[config.mk]
export PLATFORM = sky130hd
export DESIGN_NAME = seq_detect_sched
export DESIGN_NICKNAME = d
export VERILOG_FILES = /design/src/rtl/seq_detect_pkg.sv /design/src/rtl/seq_detect_core.sv /design/src/rtl/seq_detect_sched.sv
export SDC_FILE = /design/constraint.sdc
export NUM_CORES = 1
export LEC_CHECK = 0
export CAP_MARGIN = 20
export CORE_MARGIN = 4
export CORE_UTILIZATION = 56
export CTS_CLUSTER_DIAMETER = 200
export CTS_CLUSTER_SIZE = 16
export DETAILED_ROUTE_END_ITERATION = 8
export PLACE_DENSITY = 0.91
export SYNTH_ARGS = -nofsm -noshare
export SYNTH_HDL_FRONTEND = slang
export SYNTH_SLANG_ARGS = --single-unit
[constraint.sdc]
create_clock -name clk -period 6.6 [get_ports clk]
set_clock_uncertainty 0.05 [all_clocks]
set_input_delay 0.66 -clock clk [delete_from_list [all_inputs] [get_ports clk]]
set_output_delay 0.66 -clock clk [all_outputs]
set_load 0.02 [all_outputs]
[src/rtl/seq_detect_pkg.sv]
// Shared definitions for the "1011" sequence-detector scheduler: state
// encoding, the reference pattern, and recovery of undefined state codes.
package seq_detect_pkg;

  typedef enum logic [2:0] {
    S0 = 3'b000,
    S1 = 3'b001,
    S2 = 3'b010,
    S3 = 3'b011,
    S4 = 3'b100
  } state_t;

  localparam logic [3:0] PATTERN       = 4'b1011;
  localparam state_t     RECOVER_STATE = S0;

  // Codes 101..111 are unreachable in normal operation; fold them back to idle.
  function automatic state_t decode_state(input logic [2:0] code);
    case (code)
      3'b000:  return S0;
      3'b001:  return S1;
      3'b010:  return S2;
      3'b011:  return S3;
      3'b100:  return S4;
      default: return RECOVER_STATE;
    endcase
  endfunction

endpackage

[src/rtl/seq_detect_core.sv]
// Combinational next-state core of the "1011" Moore detector, shared by all
// channels through the scheduler's grant mux.
import seq_detect_pkg::*;

module seq_detect_core (
  input  logic [2:0] state_in,
  input  logic       bit_in,
  output logic [2:0] state_out,
  output logic       hit
);

  state_t cur;
  state_t nxt;

  always_comb begin
    cur = decode_state(state_in);
    nxt = RECOVER_STATE;
    case (cur)
      S0:      nxt = bit_in ? S1 : S0;
      S1:      nxt = bit_in ? S1 : S2;
      S2:      nxt = bit_in ? S3 : S0;
      S3:      nxt = bit_in ? S4 : S2;
      S4:      nxt = bit_in ? S1 : S2;
      default: nxt = RECOVER_STATE;
    endcase
  end

  assign state_out = nxt;
  assign hit       = (nxt == S4);

endmodule

[src/rtl/seq_detect_sched.sv]
// Round-robin scheduler sharing one sequence-detector core among NCH serial
// channels; per-channel state bank, registered hit report, saturating count.
import seq_detect_pkg::*;

module seq_detect_sched #(
  parameter int NCH  = 4,
  parameter int CW   = $clog2(NCH),
  parameter int CNTW = 16
) (
  input  logic            clk,
  input  logic            rst,
  input  logic [NCH-1:0]  req,
  input  logic [NCH-1:0]  bit_in,
  input  logic [NCH-1:0]  clr,
  output logic [NCH-1:0]  ack,
  output logic [NCH-1:0]  det,
  output logic            hit_valid,
  output logic [CW-1:0]   hit_ch,
  output logic [CNTW-1:0] hit_cnt
);

  logic [NCH-1:0] elig;
  logic [NCH-1:0] grant;
  logic           gnt_vld;
  logic [CW-1:0]  gnt_idx;
  logic [CW-1:0]  ptr;
  logic [2:0]     state [NCH];
  logic [2:0]     core_in;
  logic [2:0]     core_out;
  logic           core_bit;
  logic           core_hit;

  function automatic logic [CW-1:0] wrap_idx(input logic [CW-1:0] base, input int off);
    int s;
    s = int'(base) + off;
    if (s >= NCH) s = s - NCH;
    return CW'(s);
  endfunction

  function automatic logic [CNTW-1:0] sat_inc(input logic [CNTW-1:0] v);
    return (&v) ? v : v + CNTW'(1);
  endfunction

  // A cleared channel is excluded so its offered bit stays pending.
  assign elig = req & ~clr;

  always_comb begin
    grant   = '0;
    gnt_vld = 1'b0;
    gnt_idx = '0;
    for (int k = 0; k < NCH; k++) begin
      if (!gnt_vld && elig[wrap_idx(ptr, k)]) begin
        gnt_vld = 1'b1;
        gnt_idx = wrap_idx(ptr, k);
      end
    end
    if (gnt_vld) grant[gnt_idx] = 1'b1;
  end

  assign ack = rst ? '0 : grant;

  assign core_in  = state[gnt_idx];
  assign core_bit = bit_in[gnt_idx];

  seq_detect_core u_core (
    .state_in  (core_in),
    .bit_in    (core_bit),
    .state_out (core_out),
    .hit       (core_hit)
  );

  always_ff @(posedge clk or posedge rst) begin
    if (rst) begin
      for (int i = 0; i < NCH; i++) state[i] <= S0;
    end else begin
      for (int i = 0; i < NCH; i++) begin
        if (clr[i])        state[i] <= S0;
        else if (grant[i]) state[i] <= core_out;
      end
    end
  end

  always_comb begin
    det = '0;
    for (int i = 0; i < NCH; i++) det[i] = (state[i] == S4);
  end

  // Grant edge: pointer advance, hit report and counter all register together.
  always_ff @(posedge clk or posedge rst) begin
    if (rst) begin
      ptr       <= '0;
      hit_valid <= 1'b0;
      hit_ch    <= '0;
      hit_cnt   <= '0;
    end else begin
      hit_valid <= gnt_vld && core_hit;
      if (gnt_vld) begin
        ptr <= (gnt_idx == CW'(NCH - 1)) ? '0 : gnt_idx + CW'(1);
        if (core_hit) begin
          hit_ch  <= gnt_idx;
          hit_cnt <= sat_inc(hit_cnt);
        end
      end
    end
  end

endmodule

## After elaboration in Yosys (flattened, before gate mapping)

Index checks and enable logic that the tools add are counted.

- Bits in registers: 33
- Input bits: 14
- Output and inout port bits: 27

- $add $sub $neg: 9
- Order comparisons: 11
- Equal/unequal tests: 14
- Multiplexer cells: 44
- Bitwise gates (word level): 4
- Reductions and logical operators: 17

Operator list:

| operator | count |
|---|---|
| two-way mux 3 bit | 11 |
| one-hot mux 3 bit (4 select lines) | 2 |
| two-way mux 2 bit | 11 |
| == test 3 bit (second input constant) | 7 |
| adder 16 x 1 -> 16 bit (second input constant) | 1 |
| AND reduction 16 bit | 1 |
| less-than comparator 2 x 3 -> 1 bit (second input constant) | 5 |
| == test 3 x 2 -> 1 bit (second input constant) | 4 |
| greater-or-equal comparator 3 bit (second input constant) | 4 |
| two-way mux 1 bit | 11 |
| binary-select mux 1 bit (select 2 bit) | 5 |
| two-way mux 4 bit | 2 |
| nonzero test 2 bit | 4 |
| subtractor 2 x 1 -> 2 bit (second input constant) | 4 |
| adder 2 x 2 -> 3 bit (second input constant) | 2 |
| binary-select mux 3 bit (select 2 bit) | 1 |
| == test 3 x 1 -> 1 bit (second input constant) | 2 |
| logical AND 1 bit | 5 |
| AND 4 bit | 1 |
| inverter 4 bit | 1 |
| adder 2 x 1 -> 3 bit (second input constant) | 1 |
| greater-or-equal comparator 2 x 3 -> 1 bit (second input constant) | 1 |
| logical NOT 1 bit | 3 |
| logical NOT 3 bit | 1 |
| other kinds (9) | 9 |

## Longest topological paths before layout

Gate-level depths: netlist (run 1).

- Depth in word-level cells: 25
- Depth in mapped cells: 9
- Gate-level depth less buffers: 9

## Modules after synthesis

Synthesis (run 1) repeated with hierarchy kept, for this count alone.

- Cell total of the unflattened synthesis: 205
- Area total of the unflattened synthesis: 1,933.1 um^2

By module, submodules not included:

| module | times used | cells an instance | area each (um^2) | seq. area each (um^2) |
|---|---|---|---|---|
| seq_detect_sched | 1 | 197 | 1,869.3 | 825.8 |
| seq_detect_core | 1 | 8 | 63.8 | 0.0 |

## Worst setup path after synthesis (run 1)

Ideal clock, no wire load.

- Path type: input to register
- Start point: in clr[0]
- End point: reg hit_cnt[1]
- Arrival time: 2.528 ns
- Setup slack: 3.897 ns
- Cell stages on the path: 7
- Buffers on the path: 0
- Cell sequence: or4b_1 -> o221a_2 -> a31oi_4 -> a311oi_4 -> or3_4 -> nor2_1 -> mux2_2

- Longest elaborated chain between the ends: 25
- Elaborated cells on any way between the ends: 48

RTL lines:

| item | RTL line | source |
|---|---|---|
| start, declared | seq_detect_sched.sv:14 | `input logic [NCH-1:0] clr,` |
| inverter 4 bit (*) | seq_detect_sched.sv:45 | `assign elig = req & ~clr;` |
| AND 4 bit (*) | seq_detect_sched.sv:45 |  |
| binary-select mux 1 bit (select 2 bit) | seq_detect_sched.sv:52 | `if (!gnt_vld && elig[wrap_idx(ptr, k)]) begin` |
| two-way mux 1 bit (implied by the code) | seq_detect_sched.sv:52 |  |
| two-way mux 1 bit | seq_detect_sched.sv:52 |  |
| logical NOT 1 bit | seq_detect_sched.sv:52 |  |
| logical AND 1 bit | seq_detect_sched.sv:52 |  |
| two-way mux 1 bit | seq_detect_sched.sv:52 |  |
| [... 8 more ...] | - |  |
| two-way mux 3 bit (implied by the code) (2 in a row) | seq_detect_sched.sv:62 | `assign core_in = state[gnt_idx];` |
| == test 3 bit (tied with other cells) | seq_detect_pkg.sv:18 | `case (code)` |
| one-hot mux 3 bit (4 select lines) | seq_detect_pkg.sv:18 |  |
| == test 3 x 1 -> 1 bit or == test 3 bit (tied branches) | seq_detect_core.sv:18 | `case (cur)` |
| OR reduction 2 bit (no line) | - |  |
| one-hot mux 3 bit (4 select lines) | seq_detect_core.sv:18 |  |
| == test 3 bit | seq_detect_core.sv:29 | `assign hit = (nxt == S4);` |
| AND reduction 3 bit (no line) (*) | - |  |
| end signal, assigned | seq_detect_sched.sv:101 | `hit_cnt <= sat_inc(hit_cnt);` |
| end, declared | seq_detect_sched.sv:19 | `output logic [CNTW-1:0] hit_cnt` |

Every way passes the cells marked *; elsewhere a longest branch is shown, timed or not. The select of a mux whose other input is x is not followed.
A chain may end at the register's enable or synchronous reset.

## Worst setup path after layout (run 1)

- Start point: in clr[3]
- End point: out ack[0]

- Longest elaborated chain between the ends: 20
- Elaborated cells on any way between the ends: 31

RTL lines:

| item | RTL line | source |
|---|---|---|
| inverter 4 bit (*) | seq_detect_sched.sv:45 |  |
| AND 4 bit (*) | seq_detect_sched.sv:45 |  |
| binary-select mux 1 bit (select 2 bit) | seq_detect_sched.sv:52 |  |
| two-way mux 1 bit (implied by the code) | seq_detect_sched.sv:52 |  |
| two-way mux 1 bit | seq_detect_sched.sv:52 |  |
| logical NOT 1 bit | seq_detect_sched.sv:52 |  |
| logical AND 1 bit | seq_detect_sched.sv:52 |  |
| two-way mux 1 bit | seq_detect_sched.sv:52 |  |
| [... 5 more ...] | - |  |
| two-way mux 2 bit (*) | seq_detect_sched.sv:52 |  |
| net gnt_idx[1] | seq_detect_sched.sv:25 | `logic [CW-1:0] gnt_idx;` |
| less-than comparator 2 x 3 -> 1 bit (implied by the code) or greater-or-equal comparator 2 x 1 -> 1 bit (tied branches) | seq_detect_sched.sv:57 | `if (gnt_vld) grant[gnt_idx] = 1'b1;` |
| logical AND 1 bit (implied by the code) | seq_detect_sched.sv:57 |  |
| two-way mux 1 bit (implied by the code) | seq_detect_sched.sv:57 |  |
| demux 1 bit (select 2 bit) (*) | seq_detect_sched.sv:57 |  |
| two-way mux 4 bit (*) | seq_detect_sched.sv:57 |  |
| two-way mux 4 bit (*) | seq_detect_sched.sv:60 | `assign ack = rst ? '0 : grant;` |
| end, declared | seq_detect_sched.sv:15 | `output logic [NCH-1:0] ack,` |

Mark *: on every way through the listed nets, which the timed path passes. The rest lies on a longest branch. The select of a mux whose other input is x is not followed.

==> flow_summary.ini, run 1 <==
[timing]
fin_crit_sh_pct = 58.1
fmax_mhz = 261
relSlewSlack_pct = 32.1
setup_viol = 0
hold_viol = 0
period_minus_slack_ps = 3840
hold_slack_ps = 438
worstMarginPinSlew_ps = 1010
finalMaxSlewViolations = 0
rsz0062_at_grt = false
tns_ps = 0

[setup_path]
slowest_delay_ps = 530
cp-startpoint = clr[3]
timing.rr.start = ptr[1]$_DFFE_PP0P_
cp-start-kind = input pin
crit_path_end_kind = output pin
cpMostUsedCell = clkdlybuf4s50_1
critPathMaxFanout = 10
critPathArrivalTime_ps = 3130
cp.required_ps = 5890
crit_path_top_delay_cell = clkdlybuf4s50_1
path_class = in2out
critical_path.cell_chain = clkdlybuf4s50_1 > nor2b_1 > o21ai_2 > a21oi_4 > inv_4 > ha_1 > and3_1 > clkdlybuf4s50_1

[placement]
dp.cells = 307
place.detailed.hpwl_mm = 4.06
place_area_um2 = 2640
gp_congestion = 0.955
port_buffers = 40

[job]
maxCapViolCount = 0

[grt]
antenna_found_initial = 0
grt_pass1_wl_mm = 9.25
gr-usage-all-layers_pct = 23.4
grt_pass1_vias = 1886
overflow = 0
grt_max_degree = 28

[synthesis]
yosys_warnings = 0
synth_cell_types = 54
synthArstFlopShare_pct = 100
ys.flop_type = dfrtp_1
syn_nets = 239
synth_enable_flop_cells = 0
avgSynthCellArea_um2 = 9.96
yosysSeqAreaShare_pct = 37.7
syn_area_um2 = 2190
synth_seq_cells = 33
syn_inst = 220

[cts]
cts_tree = built
insertion_delay_ps = 300
cts_setup_buffers = 0
clk_pin_slew_ps = 70
cts_sinks = 33
clock_path_buffers = 2
cts.htree.levels = 2
ctsResizeCount = 0
postCtsHoldBufs = 0
root_buffer = clkbuf_8
cts_buffers = 5

[routing]
first_pass_iters = 5
drt_iter0_drc = 174
topRoutingLayerUsed = met4
wl_met1_mm = 2.36
route.met3.wl_um = 517
wl_met2_mm = 2.64
routed_wl_mm = 5.61
detail-route-antenna-nets = 0
vias = 1983
via_per_inst = 6.30
drc = 0
post_drt_wl_per_cell_um = 17.8

[layout]
multi_input_area_um2 = 1290
syn_to_final_growth_pct = 26.2
layout.nets = 285
drive_above_1_share_pct = 13.5
stdcell_count = 315
nFillCells = 267
final_common_cell = clkdlybuf4s50_1
fin_area_um2 = 2760
diodes = 0
regArea_um2 = 826
final_cell_mix = clkdlybuf4s50_1, dfrtp_1, nand2_1
final_core_util_pct = 74.4

[power]
p_switching_mw = 0.249
p_comb_share_pct = 33.3
pwr-share-clk_pct = 29.5
ir_worst_vdd_v = 0.000230
switching_share_pct = 36.1
p_leak_nw = 1.17
pwr-share-seq_pct = 37.2
p_int_mw = 0.442
power.density_nw_per_um2 = 250

[run_status]
outcome = completed

[die]
ios = 41
num_rows = 22
core-area_um2 = 3720
floorplan.initialDensity_pct = 59.0
die_area_um2 = 4980
die_h_um = 70.5
die_w_um = 70.5

[worst_hold_path]
hold_path.startpoint = hit_cnt[14]$_DFFE_PP0P_
hp-class = reg2reg
-- power groups by stage --
| stage | combinational [mW] | sequential, mW | clock, mW |
|---|---|---|---|
| final | 0.230 | 0.257 | 0.204 |
| after global routing | 0.248 | 0.261 | 0.212 |
| after CTS | 0.228 | 0.256 | 0.206 |
| after detailed placement | 0.224 | 0.259 | 0 |
| after global placement | 0.222 | 0.258 | 0 |
| after floorplan | 0.131 | 0.271 | 0 |
-- worst max-delay path, delay by kind of cell --
family                     cells  cell delay (ps)
and+or+nand+nor                2              460
buffers and inverters          3             1180
AOI/OAI and AO/OA              2              580
adders and majority gates      1              230
-- Yosys cell counts (3+ instances only) --
| cell | instances | area (um2) |
|---|---|---|
| xor2_1 | 12 | 105 |
| nand2_1 | 19 | 71.3 |
| nand2b_1 | 4 | 25.0 |
| nor2_1 | 13 | 48.8 |
| nor2b_1 | 4 | 25.0 |
| mux2i_1 | 3 | 30.0 |
| a211oi_1 | 5 | 37.5 |
| a311oi_1 | 6 | 52.6 |
| nand3_1 | 9 | 45.0 |
| mux2_2 | 5 | 56.3 |
| nor3b_1 | 4 | 30.0 |
| nor3_1 | 5 | 25.0 |
| and3_1 | 9 | 56.3 |
| ha_1 | 5 | 62.6 |
| dfrtp_1 | 33 | 826 |
| o211ai_1 | 5 | 37.5 |
| inv_1 | 12 | 45.0 |
| and4_1 | 4 | 35.0 |
| a21oi_1 | 9 | 45.0 |
| a31oi_1 | 3 | 18.8 |
| xnor2_1 | 3 | 26.3 |
| nor3_2 | 7 | 70.1 |
| o21ai_1 | 5 | 25.0 |
-- registers in the layout (all words and copies together) (netlist names) --
signal,flops
hit_cnt,16
state,12
hit_ch,2
ptr,2
hit_valid,1
-- per-layer routing --
layer  vias up  global-route usage, %
met4         0                   7.52
li1        920                      -
met5         -                      0
met1       947                   30.8
met2       105                   37.5
met3        11                   6.82
-- area by class of cell --
cell class              count  area share [%]
flip-flops and latches     33            29.9
well taps                  48            2.17
repair buffers             41            14.8
clock buffers               6            2.99
inverters                  14            1.99
multi-input cells         171            46.9
clock inverters             2            1.36
-- worst paths after layout --
check,end,slack [ps],cells past startpoint
max in group asynchronous,state[6]$_DFFE_PP0P_,5250,3
setup reg to reg,hit_cnt[1]$_DFFE_PP0P_,3670,8
setup / recovery,ack[0],2760,8
hold / removal,hit_cnt[14]$_DFFE_PP0P_,440,1
min in group asynchronous,state[9]$_DFFE_PP0P_,580,2
hold reg to reg,hit_cnt[14]$_DFFE_PP0P_,440,1
-- stage by stage --
| stage | power [mW] | setup WS [ps] |
|---|---|---|
| 3_3_place_gp | 0.480 | 2820 |
| 5_1_grt | 0.721 | 2660 |
| 4_1_cts | 0.691 | 2800 |
| 3_5_place_dp | 0.483 | 2800 |
| 6_report | 0.691 | 2760 |
| 2_1_floorplan | 0.403 | 3900 |
-- cell families (layout without fill, tap and decap cells) --
group | Yosys count | after routing | share of synthesized area (%)
AO/OA/AOI/OAI | 50 | 50 | 20.4
buffers and inverters | 16 | 63 | 3.20
adder cells (fa/ha/maj) | 5 | 5 | 2.86
AND/OR/NAND/NOR | 92 | 92 | 25.4
XOR/XNOR | 15 | 15 | 6.00
flip-flops | 33 | 33 | 37.7
multiplexers | 9 | 9 | 4.45
No activity file was read; power rests on OpenSTA's default activity.
==> inputs of run 2 (changes only) <==
CORE_UTILIZATION = 47   (was 56)
PLACE_DENSITY = 0.82   (was 0.91)
clock period = 3.4 ns   (was 6.6 ns; I/O delays follow)
==> run 2 against run 1 <==
Compared with the run above: worst setup slack worse by 2600 ps; final cell count grew 2.9%; sequential power rose by 93%; non-clock buffer count up 6; first-iteration DRC count is 6.9% lower; clock-buffer cell count down 1.
==> flow_summary.ini, run 2 (same netlist as run 1, synthesis figures left out) <==
[run_status]
outcome = completed

[cts]
cts_buffers = 5
clk_pin_slew_ps = 70
cts_tree = built
cts.htree.levels = 2
postCtsHoldBufs = 0
root_buffer = clkbuf_8
cts_setup_buffers = 0
clock_path_buffers = 2
insertion_delay_ps = 290
cts_sinks = 33
ctsResizeCount = 0

[layout]
drive_above_1_share_pct = 15.1
largest_reg_flops = 16
final_cell_mix = clkdlybuf4s50_1, dfrtp_1, nand2_1
layout.nets = 291
fin_area_um2 = 2800
multi_input_area_um2 = 1290
final_common_cell = clkdlybuf4s50_1
reg_top3 = hit_cnt x16, state x12
nFillCells = 375
syn_to_final_growth_pct = 27.7
regArea_um2 = 826
diodes = 0
regMostFlops = hit_cnt
final_core_util_pct = 63.0

[power]
power.density_nw_per_um2 = 468
p_leak_nw = 1.19
p_int_mw = 0.845
p_switching_mw = 0.465
p_comb_share_pct = 34.8
pwr-share-clk_pct = 27.2
pwr-share-seq_pct = 37.9
switching_share_pct = 35.5
ir_worst_vdd_v = 0.000312

[worst_hold_path]
hp-class = in2async

[placement]
gp_congestion = 0.960
place_area_um2 = 2690
dp_slack_ps = 201
port_buffers = 40
place.detailed.hpwl_mm = 4.12

[die]
die_area_um2 = 5820
ios = 41
num_rows = 24
floorplan.initialDensity_pct = 49.3
core-area_um2 = 4440
die_w_um = 76.3
die_h_um = 76.3

[grt]
grt_max_degree = 20
gr-usage-all-layers_pct = 19.1
antenna_found_initial = 0
overflow = 0
grt_pass1_vias = 1838
grt_pass1_wl_mm = 8.96

[timing]
fin_ws_ps = 203
setup_viol = 0
hold_slack_ps = 316
worstMarginPinSlew_ps = 628
finalMaxSlewViolations = 0
rsz0062_at_grt = false
fin_crit_sh_pct = 94.0
hold_viol = 0
fmax_mhz = 313
relSlewSlack_pct = 57.7
period_minus_slack_ps = 3200
tns_ps = 0

[setup_path]
timing.rr.start = ptr[1]$_DFFE_PP0P_
critPathMaxFanout = 11
cp.required_ps = 3010
rrSetupSlack_ps = 580
cp-start-kind = input pin
cp-startpoint = clr[3]
critPathArrivalTime_ps = 2810
path_class = in2out
crit_path_end_kind = output pin

[routing]
routed_wl_mm = 5.34
drc = 0
first_pass_iters = 4
vias = 1998
detail-route-antenna-nets = 0
drt_iter0_drc = 162
post_drt_wl_per_cell_um = 16.5
via_per_inst = 6.17

[job]
maxCapViolCount = 0
==> run 2: final cells by class <==
cell class	instances	area share [%]
Inverter	14	1.97
Clock inverter	2	1.25
Timing Repair Buffer	47	16.2
Sequential cell	33	29.5
Clock buffer	5	2.46
Tap cell	52	2.33
Multi-Input combinational cell	171	46.3
==> run 2: power by group through the flow <==
stage,clock network [mW],registers (mW),logic [mW]
after floorplan,0,0.527,0.255
after global placement,0,0.500,0.447
after detailed placement,0,0.503,0.451
after CTS,0.363,0.496,0.453
after global routing,0.373,0.505,0.492
final,0.357,0.497,0.456
==> run 2: metrics by stage <==
stage / instances / power, mW
6_report: 324 / 1.31
5_1_grt: 324 / 1.37
4_1_cts: 324 / 1.31
3_5_place_dp: 317 / 0.954
3_3_place_gp: 317 / 0.947
2_1_floorplan: 220 / 0.782
==> run 2: worst max-delay path: stages <==
cell	delay [ps]
clkdlybuf4s50_1	520
nand2b_1	270
o21ai_1	240
nand3_4	190
inv_2	270
ha_1	230
and3_1	160
clkdlybuf4s50_1	600
==> run 2: routing by layer <==
metal / wire [um] / up-vias / GRT usage [%]
met5: 0 / - / 0
met4: 170 / 0 / 9.60
met3: 367 / 15 / 3.66
met2: 2350 / 88 / 28.7
met1: 2450 / 966 / 26.3
li1: - / 929 / -
==> run 2: final timing paths <==
path / to / depth (start not counted)
worst max-delay path: ack[3] / 8
worst min-delay path: hit_ch[0]$_DFFE_PP0P_ / 3
worst max register to register: state[1]$_DFFE_PP0P_ / 8
worst min register to register: hit_cnt[4]$_DFFE_PP0P_ / 1
max in group asynchronous: ptr[0]$_DFFE_PP0P_ / 4
min in group clk: hit_cnt[4]$_DFFE_PP0P_ / 1
